<file path="config.mk">
export PLATFORM = sky130hd
export DESIGN_NAME = sa_5x5_alloc_flat
export DESIGN_NICKNAME = d
export VERILOG_FILES = /design/src/rtl/sa_5x5_alloc_pkg.sv /design/src/rtl/sa_5x5_alloc_if.sv /design/src/rtl/sa_5x5_alloc_out_arb.sv /design/src/rtl/sa_5x5_alloc.sv /design/src/flat_wrapper.sv
export SDC_FILE = /design/constraint.sdc
export NUM_CORES = 1
export LEC_CHECK = 0
export CORE_MARGIN = 3
export CORE_UTILIZATION = 35
export DETAILED_ROUTE_END_ITERATION = 12
export PLACE_DENSITY = 0.58
export SLEW_MARGIN = 20
export SYNTH_ARGS = -nofsm -noshare
export SYNTH_HDL_FRONTEND = slang
export SYNTH_SLANG_ARGS = --single-unit
export TNS_END_PERCENT = 1
</file>
<file path="constraint.sdc">
create_clock -name sa_clk -period 6.4 [get_ports sa_clk]
set_clock_uncertainty 0.2 [all_clocks]
set_input_delay 1.28 -clock sa_clk [delete_from_list [all_inputs] [get_ports sa_clk]]
set_output_delay 1.28 -clock sa_clk [all_outputs]
set_load 0.005 [all_outputs]
</file>
<file path="src/rtl/sa_5x5_alloc_pkg.sv">
`default_nettype none
// ============================================================================
// Module   : sa_pkg
// Brief    : Shared constants, types and helpers for the 5x5 switch allocator.
// Revision : 1.0 - initial release
// ============================================================================
package sa_pkg;

    localparam int NPORT = 5;
    localparam int DIRW  = 4;
    localparam int SELW  = 3;

    localparam logic [DIRW-1:0] DIR_N = 4'd0;
    localparam logic [DIRW-1:0] DIR_E = 4'd1;
    localparam logic [DIRW-1:0] DIR_W = 4'd2;
    localparam logic [DIRW-1:0] DIR_S = 4'd3;
    localparam logic [DIRW-1:0] DIR_L = 4'd4;

    localparam logic [SELW-1:0] SEL_NONE = 3'd7;

    typedef enum logic [1:0] {
        FT_HEAD   = 2'd0,
        FT_BODY   = 2'd1,
        FT_TAIL   = 2'd2,
        FT_SINGLE = 2'd3
    } ftype_t;

    typedef enum logic [0:0] {
        ST_FREE   = 1'b0,
        ST_LOCKED = 1'b1
    } arb_state_t;

    function automatic logic [SELW-1:0] wrap_inc(input logic [SELW-1:0] p);
        return (p >= SELW'(NPORT - 1)) ? '0 : p + 1'b1;
    endfunction

    // Returns {found, index} of the first set bit at or after ptr, wrapping mod NPORT.
    function automatic logic [SELW:0] rr_pick(input logic [NPORT-1:0] req,
                                              input logic [SELW-1:0]  ptr);
        logic [SELW:0]   res;
        logic [SELW:0]   sum;
        logic [SELW-1:0] idx;
        res = {1'b0, SEL_NONE};
        for (int k = NPORT - 1; k >= 0; k--) begin
            sum = {1'b0, ptr} + 4'(k);
            if (sum >= 4'(NPORT)) begin
                sum = sum - 4'(NPORT);
            end
            idx = sum[SELW-1:0];
            if (req[idx]) begin
                res = {1'b1, idx};
            end
        end
        return res;
    endfunction

endpackage
`default_nettype wire

</file>
<file path="src/rtl/sa_5x5_alloc_if.sv">
`default_nettype none
// ============================================================================
// Module   : sa_5x5_alloc_if
// Brief    : Route-compute / crossbar facing bundle of the switch allocator.
// Revision : 1.0 - initial release
// ============================================================================
interface sa_5x5_alloc_if;
    import sa_pkg::*;

    logic [NPORT-1:0]      in_valid;
    logic [NPORT*DIRW-1:0] in_dir;
    logic [2*NPORT-1:0]    in_ftype;
    logic [NPORT-1:0]      out_ready;
    logic [NPORT-1:0]      in_grant;
    logic [NPORT-1:0]      out_valid;
    logic [NPORT*SELW-1:0] xbar_sel;
    logic [NPORT-1:0]      out_locked;
    logic                  err_dir;

    modport master (
        output in_valid, in_dir, in_ftype, out_ready,
        input  in_grant, out_valid, xbar_sel, out_locked, err_dir
    );

    modport slave (
        input  in_valid, in_dir, in_ftype, out_ready,
        output in_grant, out_valid, xbar_sel, out_locked, err_dir
    );
endinterface
`default_nettype wire

</file>
<file path="src/rtl/sa_5x5_alloc_out_arb.sv">
`default_nettype none
// ============================================================================
// Module   : sa_out_arb
// Brief    : Per-output round-robin arbiter with wormhole (head-to-tail) lock.
// Revision : 1.0 - initial release
// ============================================================================
module sa_out_arb
    import sa_pkg::*;
(
    input  wire logic                 clk,
    input  wire logic                 rst,
    input  wire logic [NPORT-1:0]     i_req,
    input  wire logic [2*NPORT-1:0]   i_ftype,
    input  wire logic                 i_ready,
    output logic      [NPORT-1:0]     o_grant,
    output logic      [SELW-1:0]      o_sel,
    output logic                      o_lock,
    output logic                      o_err
);

    arb_state_t       r_state;
    arb_state_t       w_state_nxt;
    logic [SELW-1:0]  r_owner;
    logic [SELW-1:0]  w_owner_nxt;
    logic [SELW-1:0]  r_rr;
    logic [SELW-1:0]  w_rr_nxt;
    ftype_t           w_ft [NPORT];
    logic [NPORT-1:0] w_open;
    logic [NPORT-1:0] w_cont;
    logic [SELW:0]    w_pick;
    logic [SELW-1:0]  w_win;

    // open = packet starters (HEAD/SINGLE), cont = packet continuations (BODY/TAIL)
    always_comb begin
        for (int i = 0; i < NPORT; i++) begin
            w_ft[i]   = ftype_t'(i_ftype[2*i +: 2]);
            w_open[i] = i_req[i] && ((w_ft[i] == FT_HEAD) || (w_ft[i] == FT_SINGLE));
            w_cont[i] = i_req[i] && ((w_ft[i] == FT_BODY) || (w_ft[i] == FT_TAIL));
        end
    end

    assign w_pick = rr_pick(w_open, r_rr);
    assign w_win  = w_pick[SELW-1:0];
    assign o_lock = (r_state == ST_LOCKED);

    always_comb begin
        w_state_nxt = r_state;
        w_owner_nxt = r_owner;
        w_rr_nxt    = r_rr;
        o_grant     = '0;
        o_sel       = SEL_NONE;
        o_err       = 1'b0;
        case (r_state)
            ST_FREE: begin
                o_err = |w_cont;
                if (i_ready && w_pick[SELW]) begin
                    o_grant[w_win] = 1'b1;
                    o_sel          = w_win;
                    w_rr_nxt       = wrap_inc(w_win);
                    if (w_ft[w_win] == FT_HEAD) begin
                        w_state_nxt = ST_LOCKED;
                        w_owner_nxt = w_win;
                    end
                end
            end
            ST_LOCKED: begin
                // Non-owners simply wait; only the owner can misbehave here.
                if (i_req[r_owner]) begin
                    if (w_cont[r_owner]) begin
                        if (i_ready) begin
                            o_grant[r_owner] = 1'b1;
                            o_sel            = r_owner;
                            if (w_ft[r_owner] == FT_TAIL) begin
                                w_state_nxt = ST_FREE;
                            end
                        end
                    end else begin
                        o_err = 1'b1;
                    end
                end
            end
            default: begin
                w_state_nxt = ST_FREE;
            end
        endcase
    end

    always_ff @(posedge clk or posedge rst) begin
        if (rst) begin
            r_state <= ST_FREE;
            r_owner <= '0;
            r_rr    <= '0;
        end else begin
            r_state <= w_state_nxt;
            r_owner <= w_owner_nxt;
            r_rr    <= w_rr_nxt;
        end
    end

endmodule
`default_nettype wire

</file>
<file path="src/rtl/sa_5x5_alloc.sv">
`default_nettype none
// ============================================================================
// Module   : sa_5x5_alloc
// Brief    : 5-port mesh router switch allocator (decode, per-output arbiters).
// Revision : 1.0 - initial release
// ============================================================================
module sa_5x5_alloc
    import sa_pkg::*;
(
    input  wire logic      sa_clk,
    input  wire logic      rst,
    sa_5x5_alloc_if.slave  bus
);

    logic [NPORT-1:0]      w_req   [NPORT];
    logic [NPORT-1:0]      w_grant [NPORT];
    logic [SELW-1:0]       w_sel   [NPORT];
    logic [NPORT-1:0]      w_bad_dir;
    logic [NPORT-1:0]      w_lock;
    logic [NPORT-1:0]      w_arb_err;
    logic [NPORT-1:0]      w_in_grant;
    logic [NPORT-1:0]      w_out_valid;
    logic [NPORT*SELW-1:0] w_xbar_sel;

    // w_req[o][i]: input i is asking for output o this cycle
    always_comb begin
        w_bad_dir = '0;
        for (int o = 0; o < NPORT; o++) begin
            w_req[o] = '0;
        end
        for (int i = 0; i < NPORT; i++) begin
            w_bad_dir[i] = bus.in_valid[i] && (bus.in_dir[DIRW*i +: DIRW] >= DIRW'(NPORT));
            for (int o = 0; o < NPORT; o++) begin
                w_req[o][i] = bus.in_valid[i] && (bus.in_dir[DIRW*i +: DIRW] == DIRW'(o));
            end
        end
    end

    generate
        for (genvar o = 0; o < NPORT; o++) begin : g_arb
            sa_out_arb u_arb (
                .clk     (sa_clk),
                .rst     (rst),
                .i_req   (w_req[o]),
                .i_ftype (bus.in_ftype),
                .i_ready (bus.out_ready[o]),
                .o_grant (w_grant[o]),
                .o_sel   (w_sel[o]),
                .o_lock  (w_lock[o]),
                .o_err   (w_arb_err[o])
            );
        end
    endgenerate

    always_comb begin
        w_in_grant  = '0;
        w_out_valid = '0;
        w_xbar_sel  = '1;
        for (int o = 0; o < NPORT; o++) begin
            w_in_grant                  = w_in_grant | w_grant[o];
            w_out_valid[o]              = |w_grant[o];
            w_xbar_sel[SELW*o +: SELW]  = w_sel[o];
        end
    end

    // Reset is asynchronous, so outputs are masked combinationally while it is held.
    assign bus.in_grant   = rst ? '0 : w_in_grant;
    assign bus.out_valid  = rst ? '0 : w_out_valid;
    assign bus.xbar_sel   = rst ? '1 : w_xbar_sel;
    assign bus.out_locked = rst ? '0 : w_lock;
    assign bus.err_dir    = rst ? 1'b0 : ((|w_bad_dir) || (|w_arb_err));

endmodule
`default_nettype wire
</file>
<file path="src/flat_wrapper.sv">
// flat-port wrapper written by rule: the top's interface ports become plain ports
module sa_5x5_alloc_flat import sa_pkg::*;
  (sa_clk, rst, bus_in_valid, bus_in_dir, bus_in_ftype, bus_out_ready, bus_in_grant, bus_out_valid, bus_xbar_sel, bus_out_locked, bus_err_dir);
  sa_5x5_alloc_if bus_i ();
  input  wire logic sa_clk;
  input  wire logic rst;
  input wire logic [$bits(bus_i.in_valid)-1:0] bus_in_valid;
  input wire logic [$bits(bus_i.in_dir)-1:0] bus_in_dir;
  input wire logic [$bits(bus_i.in_ftype)-1:0] bus_in_ftype;
  input wire logic [$bits(bus_i.out_ready)-1:0] bus_out_ready;
  output wire logic [$bits(bus_i.in_grant)-1:0] bus_in_grant;
  output wire logic [$bits(bus_i.out_valid)-1:0] bus_out_valid;
  output wire logic [$bits(bus_i.xbar_sel)-1:0] bus_xbar_sel;
  output wire logic [$bits(bus_i.out_locked)-1:0] bus_out_locked;
  output wire logic [$bits(bus_i.err_dir)-1:0] bus_err_dir;
  assign bus_i.in_valid = bus_in_valid;
  assign bus_i.in_dir = bus_in_dir;
  assign bus_i.in_ftype = bus_in_ftype;
  assign bus_i.out_ready = bus_out_ready;
  assign bus_in_grant = bus_i.in_grant;
  assign bus_out_valid = bus_i.out_valid;
  assign bus_xbar_sel = bus_i.xbar_sel;
  assign bus_out_locked = bus_i.out_locked;
  assign bus_err_dir = bus_i.err_dir;
  sa_5x5_alloc u_core (.sa_clk(sa_clk), .rst(rst), .bus(bus_i));
endmodule
</file>
==> results of run 1 <==
-- cells in the mapped netlist (all sizes together) (8+ instances only) --
library cell	instances	area, sq um
nor2	118	442.9
a21oi	111	563.0
nand2	91	341.6
o21ai	90	450.4
inv	73	274.0
nand3	61	305.3
nor3	52	265.3
ha	51	638.1
clkbuf	46	172.7
nand2b	45	281.5
mux2i	37	370.4
dfrtp	35	875.8
nor2b	34	212.7
a21o	30	225.2
a31oi	28	175.2
o211ai	27	207.7
o22ai	24	150.1
or3	23	143.9
a211oi	21	162.6
and3	19	123.9
nor4	17	106.4
nand4	15	93.84
nor3b	15	132.6
o21a	15	112.6
and2	14	87.58
a22o	13	113.9
mux2	12	135.1
or2	12	75.08
a221oi	11	102.6
xnor2	11	103.9
o31ai	10	88.83
o32ai	10	87.58
a22oi	9	67.56
nand3b	9	67.56
o221ai	8	70.07
-- worst paths after layout --
path | from | to | slack [ns] | cells after the start
min in group asynchronous | rst | u_core.g_arb[1].u_arb.r_rr[1] | 1.58 | 3
worst min register to register | u_core.g_arb[4].u_arb.o_lock | u_core.g_arb[4].u_arb.o_lock | 0.38 | 1
worst min-delay path | u_core.g_arb[4].u_arb.o_lock | u_core.g_arb[4].u_arb.o_lock | 0.38 | 1
worst max-delay path | bus_in_ftype[9] | bus_in_grant[1] | -0.22 | 13
worst max register to register | u_core.g_arb[2].u_arb.r_rr[1] | u_core.g_arb[2].u_arb.r_owner[2] | 1.71 | 15
max in group asynchronous | rst | u_core.g_arb[3].u_arb.r_owner[1] | 3.71 | 4
-- timing repair --
action	CTS	global route
buffers inserted	3	1
gates resized for setup	75	43
pin swaps	13	14
endpoints found under the setup margin	15	20
-- per-stage QoR --
step	instance area (sq um)	worst slack, ns
floorplan	9360	0.9695
global placement	12570	-0.7713
detailed placement	12570	-0.7430
CTS	13010	-0.2442
global route	13200	-0.3114
finish	13200	-0.2187
-- power by group through the flow --
stage	Sequential, mW	Combinational (mW)	Clock, mW
after floorplan	0.385	2.70	0
after global placement	0.542	4.15	0
after detailed placement	0.541	4.18	0
after CTS	0.538	4.34	0.285
after global routing	0.569	4.91	0.291
final	0.551	4.50	0.281
-- area by class of cell --
class / count / share of cell area
timing repair buffer: 373 / 0.2291
tap: 335 / 0.03174
multi-input combinational: 1187 / 0.6393
inverter: 76 / 0.02161
clock buffer: 8 / 0.01184
sequential: 35 / 0.06633
-- logic make-up after synthesis --
kind of cell,count (synthesis),share of synthesized area
flops,35,0.09357
xor+xnor,16,0.01658
mux,54,0.06603
simple gates,560,0.3225
buf+inv,128,0.05187
compound gates,501,0.3705
fa+ha+maj,56,0.07887
-- sequential cells by signal, indices dropped and copies added, names as in the netlist --
register	count
u_core.g_arb.u_arb.r_rr	15
u_core.g_arb.u_arb.r_owner	15
u_core.g_arb.u_arb.o_lock	5
-- routing by layer --
layer | up-vias | GRT usage | wire length, microns
li1 | 5845 | - | -
met1 | 5864 | 0.3893 | 18680
met2 | 576 | 0.4594 | 18980
met3 | 78 | 0.04146 | 3158
met4 | 0 | 0.06437 | 1018
met5 | - | 0 | 0
==> results.ini, run 1 <==
[final_layout]
multi_input_area_sq_mm = 0.008442
filler_cell_count = 2622
area.growth.synth_to_final_pct = 41.06
most_frequent_standard_cell_in_the_layout_excluding_fill_and_tap_cells = buf_4
fin_cells = 2014
regArea_sq_um = 875.8
post-route-util = 0.5038
layout.cells.most_common_list = buf_4 (298), nor2_1 (111), a21oi_1 (107), nand2_1 (89), o21ai_0 (74)
num-nets-final = 1776
antennaDiodeCount = 0
post_route_cells_drive_above_1_share = 0.2525

[clocking]
clock_sinks = 35
clock_tree_from_tritoncts = yes
cts.clk_slew.worst_paths_ns = 0.06
cts-htree-levels = 2
cts_buffers = 5
cts_hold_buf = 0
clk_root_buffer_cell = clkbuf_16
insertion_delay_ns = 0.30
clockBufferDepth = 2

[outcome]
violations = negative setup slack
outcome = finished with violations

[timing]
final-hold-violation-count = 0
period_utilization = 1.034
rsz_0062_raised_after_global_routing = true
fin_tns_setup_ns = -0.5351
timing.slew.headroom = 0.3522
worst_pin_slew_ns = 0.9703
final-max-slew-violation-count = 0
setup_ws_ns = -0.2187
fmax_ghz = 0.1511
final.hold.worst_slack_ns = 0.3797
period_minus_slack_ns = 6.619
setup_viol_count_final = 6

[floorplan]
die_w_microns = 169.5
initial_utilization = 0.3572
placementRows = 59
coreArea_sq_mm = 0.02621
die_h_microns = 169.5
num_io_pins = 73
die_area_sq_mm = 0.02874

[power_and_ir_drop]
p_int_mw = 2.488
power.share.clock = 0.053
cellPowerDensity_mw_per_mm2 = 404.1
swShare = 0.5337
switching_power_mw = 2.848
seqPwrFrac = 0.103
post-layout-total-power_mw = 5.336
combPwrFrac = 0.844
vdd_drop_max_mv = 0.4726
power_leakage_nw = 5.582

[critical_path]
max_stage_delay_ns = 0.55
cp.required_ns = 4.92
crit_arrival_ns = 5.14
path_common_cell = clkdlybuf4s50_1
timing.critical_path.slowest_stage_cell = clkdlybuf4s50_1
critical_path.cell_chain = clkdlybuf4s50_1, xnor2_2, buf_6, nand4_1, or3_1, a21o_1, a311oi_1, o31a_1, buf_4, and2_1, a22oi_1, a21oi_2, clkdlybuf4s50_1
cpLargestDelayFamily = buffers and inverters
timing.critical_path.to_type = output port
crit_path_start_kind = input port
timing.setup.critical_path_class = input port to output port
critPathBufInv = 4
timing.critical_path.fanout_max = 8

[logic_synthesis]
postSynth.asyncResetShare = 1.000
synth.yosys.seq_area_share = 0.09357
syn-num-nets = 1448
synth.cell_area_sq_mm = 0.009360
yosysWarnings = 0
syn_avg_cell_area_sq_um = 6.934
synth-edff-count = 0
synth_ff_type = dfrtp_1
synth_cells = 1350
synth_seq_cells = 35
synth_cell_types = 96

[global_route]
gr-usage-all-layers = 0.2799
largest_net_degree_at_the_start_of_global_routing = 41
overflow = 0
grt_antenna_before_repair = 0
global_route_wire_length_before_repair_mm = 64.24
number_of_global_route_vias_before_repair = 11564

[routing]
route.detailed.vias_per_inst = 6.139
antenna_violating_nets_post_route = 0
detailroute.via_count = 12363
wl_per_cell_microns = 20.77
dr.pass1.iters = 6
drt_wl_total_mm = 41.84
dr.first_iter.drc_count = 1432
post-route-drc-count = 0

[job]
cap_violations = 0

[placed_design]
routabilityCongestion = 1.001
portBuffers = 72
dp.cells = 2002
detailed_place_hpwl_mm = 34.15

[hold_path]
worstHoldPathType = register to register

Note: power is estimated with default switching activity, not from simulation.
==> run 2: changes to the inputs <==
- CTS_BUF_LIST: unset -> sky130_fd_sc_hd__clkbuf_2
==> run 2 against run 1 <==
Effect of this change: the run still ends with negative setup slack left; combinational power about the same; total power is 3.0% lower; sequential power hardly changed; maximum frequency increased by 0.28%; register-to-register slack worse by 0.03 ns; clock power down 55%; die area did not move; worst hold slack improved by 0.028 ns; critical endpoint is now bus_in_grant[0].
==> results.ini, run 2 (synthesis results as in run 1) <==
[global_route]
largest_net_degree_at_the_start_of_global_routing = 41  ; unchanged
global_route_wire_length_before_repair_mm = 64.28  ; about the same
gr-usage-all-layers = 0.2804  ; +0.0004749
grt_antenna_before_repair = 0  ; unchanged
overflow = 0  ; unchanged
number_of_global_route_vias_before_repair = 11570  ; +0.052%

[hold_path]
min_delay_worst_endpoint = u_core.g_arb[4].u_arb.o_lock
hold_path.startpoint = u_core.g_arb[4].u_arb.o_lock
worstHoldPathType = register to register
worstHoldPathCells = 1  ; unchanged

[routing]
dr.first_iter.drc_count = 1433  ; +0.070%
drt_wl_total_mm = 41.78  ; -0.14%
antenna_violating_nets_post_route = 0  ; unchanged
post-route-drc-count = 0  ; unchanged
route.detailed.vias_per_inst = 6.151  ; +0.20%
dr.pass1.iters = 5  ; -1
detailroute.via_count = 12400  ; +0.30%
wl_per_cell_microns = 20.72  ; -0.24%

[timing]
final-max-slew-violation-count = 0  ; unchanged
setup_ws_ns = -0.2003  ; +0.01836 ns
final.hold.worst_slack_ns = 0.4078  ; +0.02808 ns
setup_viol_count_final = 9  ; +3
final-hold-violation-count = 0  ; unchanged
worst_pin_slew_ns = 0.9467  ; -0.02361 ns
period_minus_slack_ns = 6.600  ; -0.01836 ns
fmax_ghz = 0.1515  ; +0.28%
period_utilization = 1.031  ; -0.002869
rsz_0062_raised_after_global_routing = true
timing.slew.headroom = 0.3679  ; +0.01576

[critical_path]
r2r_cells = 15  ; unchanged
reg2reg_slack_ns = 1.68  ; -0.03 ns
worst_flop_to_flop_path_endpoint = u_core.g_arb[4].u_arb.r_owner[2]
cp.required_ns = 4.92  ; about the same
timing.rr.start = u_core.g_arb[4].u_arb.r_rr[1]
crit_arrival_ns = 5.12  ; -0.02 ns
timing.critical_path.fanout_max = 5  ; -3
timing.critical_path.to_type = output port
setup.worst_path.start = bus_in_ftype[4]
timing.setup.critical_path_class = input port to output port
crit_path_start_kind = input port

[floorplan]
initial_utilization = 0.3572  ; unchanged
placementRows = 59  ; unchanged
die_area_sq_mm = 0.02874  ; unchanged
num_io_pins = 73  ; unchanged
coreArea_sq_mm = 0.02621  ; unchanged
die_w_microns = 169.5  ; unchanged
die_h_microns = 169.5  ; unchanged

[final_layout]
area.growth.synth_to_final_pct = 39.41
antennaDiodeCount = 0  ; unchanged
post_route_cells_drive_above_1_share = 0.2540  ; +0.001484
num-nets-final = 1778  ; +0.11%
most_frequent_standard_cell_in_the_layout_excluding_fill_and_tap_cells = buf_4
layout.cells.most_common_list = buf_4 (300), nor2_1 (111), a21oi_1 (106), nand2_1 (90), o21ai_0 (77)

[placed_design]
routabilityCongestion = 1.001  ; unchanged
detailed_place_hpwl_mm = 34.15  ; unchanged
pre_cts_ws_ns = -0.7430  ; unchanged
portBuffers = 72  ; unchanged

[clocking]
cts-htree-levels = 2  ; unchanged
cts.clk_slew.worst_paths_ns = 0.24  ; +0.18 ns
clock_tree_from_tritoncts = yes
clock_sinks = 35  ; unchanged
cts_buffers = 5  ; unchanged
insertion_delay_ns = 0.47  ; +0.17 ns
clockBufferDepth = 2  ; unchanged
clk_root_buffer_cell = clkbuf_2

[power_and_ir_drop]
vdd_drop_max_mv = 0.4570  ; -3.3%
power_leakage_nw = 5.509  ; -1.3%
cellPowerDensity_mw_per_mm2 = 396.8  ; -1.8%

[outcome]
outcome = finished with violations
violations = negative setup slack

[job]
cap_violations = 0  ; unchanged

[run 2: changes by cell type in the layout (fill, tap and decap cells not counted), moves of 3 or more]
| cell | delta |
|---|---|
| clkbuf_2 | +6 |
| clkbuf_16 | -5 |
| dlymetal6s2s_1 | -7 |
| clkdlybuf4s50_1 | +7 |
| o21ai_0 | +3 |
[run 2: area by class of cell]
type                       instances  area, sq um
fill                            2648        13160
multi-input combinational       1187         8406
timing repair buffer             375         3023
sequential                        35        878.3
tap                              335        419.2
inverter                          76        285.3
clock buffer                       6        30.03
clock inverter                     2        7.507
[run 2: worst max path at each step]
stage	cells past startpoint	to
after global routing	16	bus_in_grant[0]
after global placement	16	bus_xbar_sel[14]
final	16	bus_in_grant[0]
after detailed placement	16	bus_xbar_sel[14]
after CTS	14	bus_in_grant[4]
after floorplan	13	bus_in_grant[3]
[run 2: stage by stage]
step / setup TNS [ns] / cells / util / power [mW] / cell area [sq um]
after floorplan: 0 / 1350 / - / 3.089 / 9360
after global placement: -4.207 / 2002 / 0.4795 / 4.687 / 12570
after detailed placement: -4.413 / 2002 / 0.4795 / 4.719 / 12570
after CTS: -0.9056 / 2014 / 0.4920 / 5.004 / 12890
after global routing: -2.772 / 2016 / 0.4979 / 5.610 / 13050
final: -0.6292 / 2016 / 0.4979 / 5.178 / 13050
[run 2: where the power goes]
group          switching, mW  internal (mW)  total [mW]
Clock                 0.0996         0.0261       0.126
Combinational           2.48           2.02        4.50
Sequential             0.249          0.303       0.552
[run 2: critical path, stage by stage]
cell	delay, ns
clkdlybuf4s50_1	0.45
xor2_1	0.18
buf_4	0.18
buf_12	0.14
or3_4	0.40
a21o_1	0.17
a31oi_1	0.19
or3b_1	0.44
o2111ai_2	0.25
nand2_1	0.19
nor2_4	0.20
buf_4	0.13
a22oi_2	0.07
a31oi_1	0.19
buf_4	0.14
clkdlybuf4s50_1	0.49
[run 2: per-layer routing]
metal,global-route usage,vias up,part of all wire
met5,0,-,0
li1,-,5872,-
met3,0.04100,87,0.076
met4,0.07255,0,0.029
met2,0.4550,552,0.45
met1,0.3912,5889,0.45
[run 2: what timing repair did]
action,4_1_cts,5_1_grt
resized for setup,72,35
pin swaps,13,10
setup buffers,4,2
hold buffers,0,0
setup endpoints to repair,15,21
==> RTL change (settings of run 2) <==
Set the package constant `DIRW` to 5 (it was 4).
--- a/src/rtl/sa_5x5_alloc_pkg.sv
+++ b/src/rtl/sa_5x5_alloc_pkg.sv
@@ -7,7 +7,7 @@
 package sa_pkg;
 
     localparam int NPORT = 5;
-    localparam int DIRW  = 4;
+    localparam int DIRW  = 5;
     localparam int SELW  = 3;
 
     localparam logic [DIRW-1:0] DIR_N = 4'd0;
Ports: changed (resized bus_in_dir); port bits go from 73 to 78. No check against the original RTL was run, so the function may have changed too.
==> RTL change against run 2 <==
First-iteration DRC count is 7.4% lower; sequential cell count stayed put; worst setup slack better by 0.18 ns; area after synthesis is 2.4% higher; the run still ends with setup timing left; maximum frequency is 2.8% higher; critical path type unchanged; largest cell class unchanged; count of clock-buffer cells in the layout is 1 lower; clock power is 34% higher; largest power group unchanged; cell area is 4.0% higher; register-to-register slack worse by 0.16 ns; total power is 10% lower; sequential share of layout area is 0.26 points lower; non-clock buffer count is 41 higher; wire length is 0.60% higher; final cell count is 1.9% higher.
==> RTL change: results (changes against run 2) <==
pwr:
  switching_share_pct: 52.7  # -1.9 points
  p_leak_nw: 5.76  # +4.6%
  max-vdd-ir-drop_mv: 0.282  # -38%
logic_synthesis:
  muxShareOfSynthArea_pct: 7.30  # +0.70 points
  synth-main-ff-cell: "dfrtp_1"
  yosysSeqAreaShare_pct: 9.14  # -0.22 points
  ys_types: 108  # +13%
  yosys.area_share.xor_xnor_pct: 3.25  # +1.6 points
  synth-warning-count: 0  # unchanged
  synthTopCellsByArea: "dfrtp_1, ha_1, mux2i_1"
  avgSynthCellArea_um2: 7.00  # +1.0%
  synth_compound_area_share_pct: 33.1  # -4.0 points
  ys_seq_elements: 35  # unchanged
  synth_common_cells: "nor2_1, nand2_1, a21oi_1"
  syn-num-nets: 1468  # +1.4%
  synthAdderAreaFrac_pct: 7.42  # -0.47 points
  async_reset_ff_share_pct: 100  # unchanged
clocking:
  numCtsBuffers: 5  # unchanged
  h-tree-depth: 2  # unchanged
  path_clk_slew_ns: 0.27  # +0.03 ns
  insertion_delay_ns: 0.49  # +0.02 ns
  cts_root_buffer: "clkbuf_2"
placement:
  hpwl_um: 34000  # -0.55%
  port_buffers: 77  # +6.9%
  dp_worst_setup_slack_ns: -0.511  # +0.232 ns
  placed_area_mm2: 0.0128  # +2.0%
  gp_congestion: 0.986  # -1.5%
  dp_cells: 2025  # +1.1%
cells_and_area:
  n_fill_cell: 2612  # -1.4%
  final_layout_size_suffix_gt1_share_pct: 28.9  # +3.5 points
  fin_nets: 1818  # +2.2%
  antenna_cells: 0  # unchanged
grt:
  grt_use_met2_pct: 44.4  # -1.1 points
  grt_pass1_vias: 11710  # +1.2%
  antenna_found_initial: 0  # unchanged
  groute.usage.overall_pct: 27.9  # -0.19 points
  use_met1_pct: 40.2  # +1.1 points
  use_met3_pct: 3.45  # -0.65 points
  grt_pass1_wl_um: 65300  # +1.6%
  grt_max_degree: 39  # -4.9%
drt:
  wl_met3_um: 3060  # -4.0%
  drt-met1-wl_um: 19300  # +4.0%
  viasPerCell: 6.05  # -1.7%
  routedWlPerCell_um: 20.5  # -1.3%
  dr.max_layer_used: "met4"
  finalWirelength_um: 42000  # +0.60%
  drt_pass1_iterations: 6  # +1
  routed-wl-met2_um: 18600  # -0.92%
  first_iter_violations: 1327  # -7.4%
timing:
  worst_slack_ns: -0.0190  # +0.181 ns
  worst_slew_pin_slew_ns: 0.838  # -0.109 ns
  setup_viol: 2  # -7
  setup_tns_ns: -0.0270  # +0.602 ns
setup_path:
  worstPathMaxFanout: 6  # +1
outcome:
  violations: "setup timing"
  status: "finished, violations left"
flow_run:
  cap_violations: 0  # unchanged
min_path:
  worstHoldPathType: "reg2reg"
-- RTL change: changes by cell type in the layout (fill, tap and decap cells not counted), moves of 9 or more --
cell      before  now
buf_4        300  336
a21oi_1      106   89
mux2i_1       35   48
a31oi_1       24   12
nand3_1       61   72
a21o_1        30   20
nand2b_1      44   35
-- RTL change: final cells by class --
class	instances	area [um^2]	area share, %
sequential	35	878	6.47
clock inverter	3	38.8	0.286
tap	335	419	3.09
clock buffer	5	25.0	0.184
timing repair buffer	416	3340	24.6
inverter	67	251	1.85
multi-input combinational	1193	8630	63.5
-- RTL change: timing repair --
item,in CTS,in global routing
endpoints found under the hold margin,0,0
endpoints found under the setup margin,19,23
cloned,0,0
pin swaps,19,20
gates resized for setup,69,70
setup buffers,12,9
-- RTL change: cell families (layout without fill, tap and decap cells) --
logic type | after synthesis | in the layout
simple gates | 584 | 584
xor+xnor | 33 | 33
buf+inv | 140 | 491
mux | 65 | 65
flops | 35 | 35
fa+ha+maj | 54 | 54
compound gates | 457 | 457
-- RTL change: worst max-delay path, cell delays in order --
cell             delay [ns]
clkdlybuf4s50_1        0.52
buf_4                  0.21
xnor2_2                0.15
buf_4                  0.17
nand4_1                0.07
a21oi_1                0.07
buf_4                  0.14
a211oi_4               0.22
buf_4                  0.17
o211ai_1               0.12
a221o_1                0.37
a21o_1                 0.20
nor2_1                 0.17
a22oi_2                0.13
buf_4                  0.15
buf_4                  0.12
a21oi_1                0.13
clkdlybuf4s50_1        0.54
-- RTL change: power by group through the flow --
| stage | logic, mW | registers, mW | clock network [mW] |
|---|---|---|---|
| floorplan | 2.39 | 0.343 | 0 |
| global placement | 3.69 | 0.444 | 0 |
| detailed placement | 3.70 | 0.447 | 0 |
| CTS | 3.83 | 0.442 | 0.172 |
| global route | 4.40 | 0.461 | 0.178 |
| finish | 4.03 | 0.446 | 0.169 |
-- RTL change: final timing paths --
path / cells past startpoint / slack (ns) / to / start
worst max-delay path: 18 / -0.02 / bus_out_valid[3] / bus_in_ftype[3]
worst min-delay path: 2 / 0.41 / u_core.g_arb[2].u_arb.o_lock$_DFF_PP0_ / u_core.g_arb[2].u_arb.o_lock$_DFF_PP0_
worst max register to register: 17 / 1.52 / u_core.g_arb[3].u_arb.r_owner[0]$_DFFE_PP0P_ / u_core.g_arb[3].u_arb.r_rr[1]$_DFFE_PP0P_
worst min register to register: 2 / 0.41 / u_core.g_arb[2].u_arb.o_lock$_DFF_PP0_ / u_core.g_arb[2].u_arb.o_lock$_DFF_PP0_
max in group asynchronous: 3 / 4.27 / u_core.g_arb[1].u_arb.o_lock$_DFF_PP0_ / rst
min in group asynchronous: 2 / 1.07 / u_core.g_arb[2].u_arb.r_owner[1]$_DFFE_PP0P_ / rst
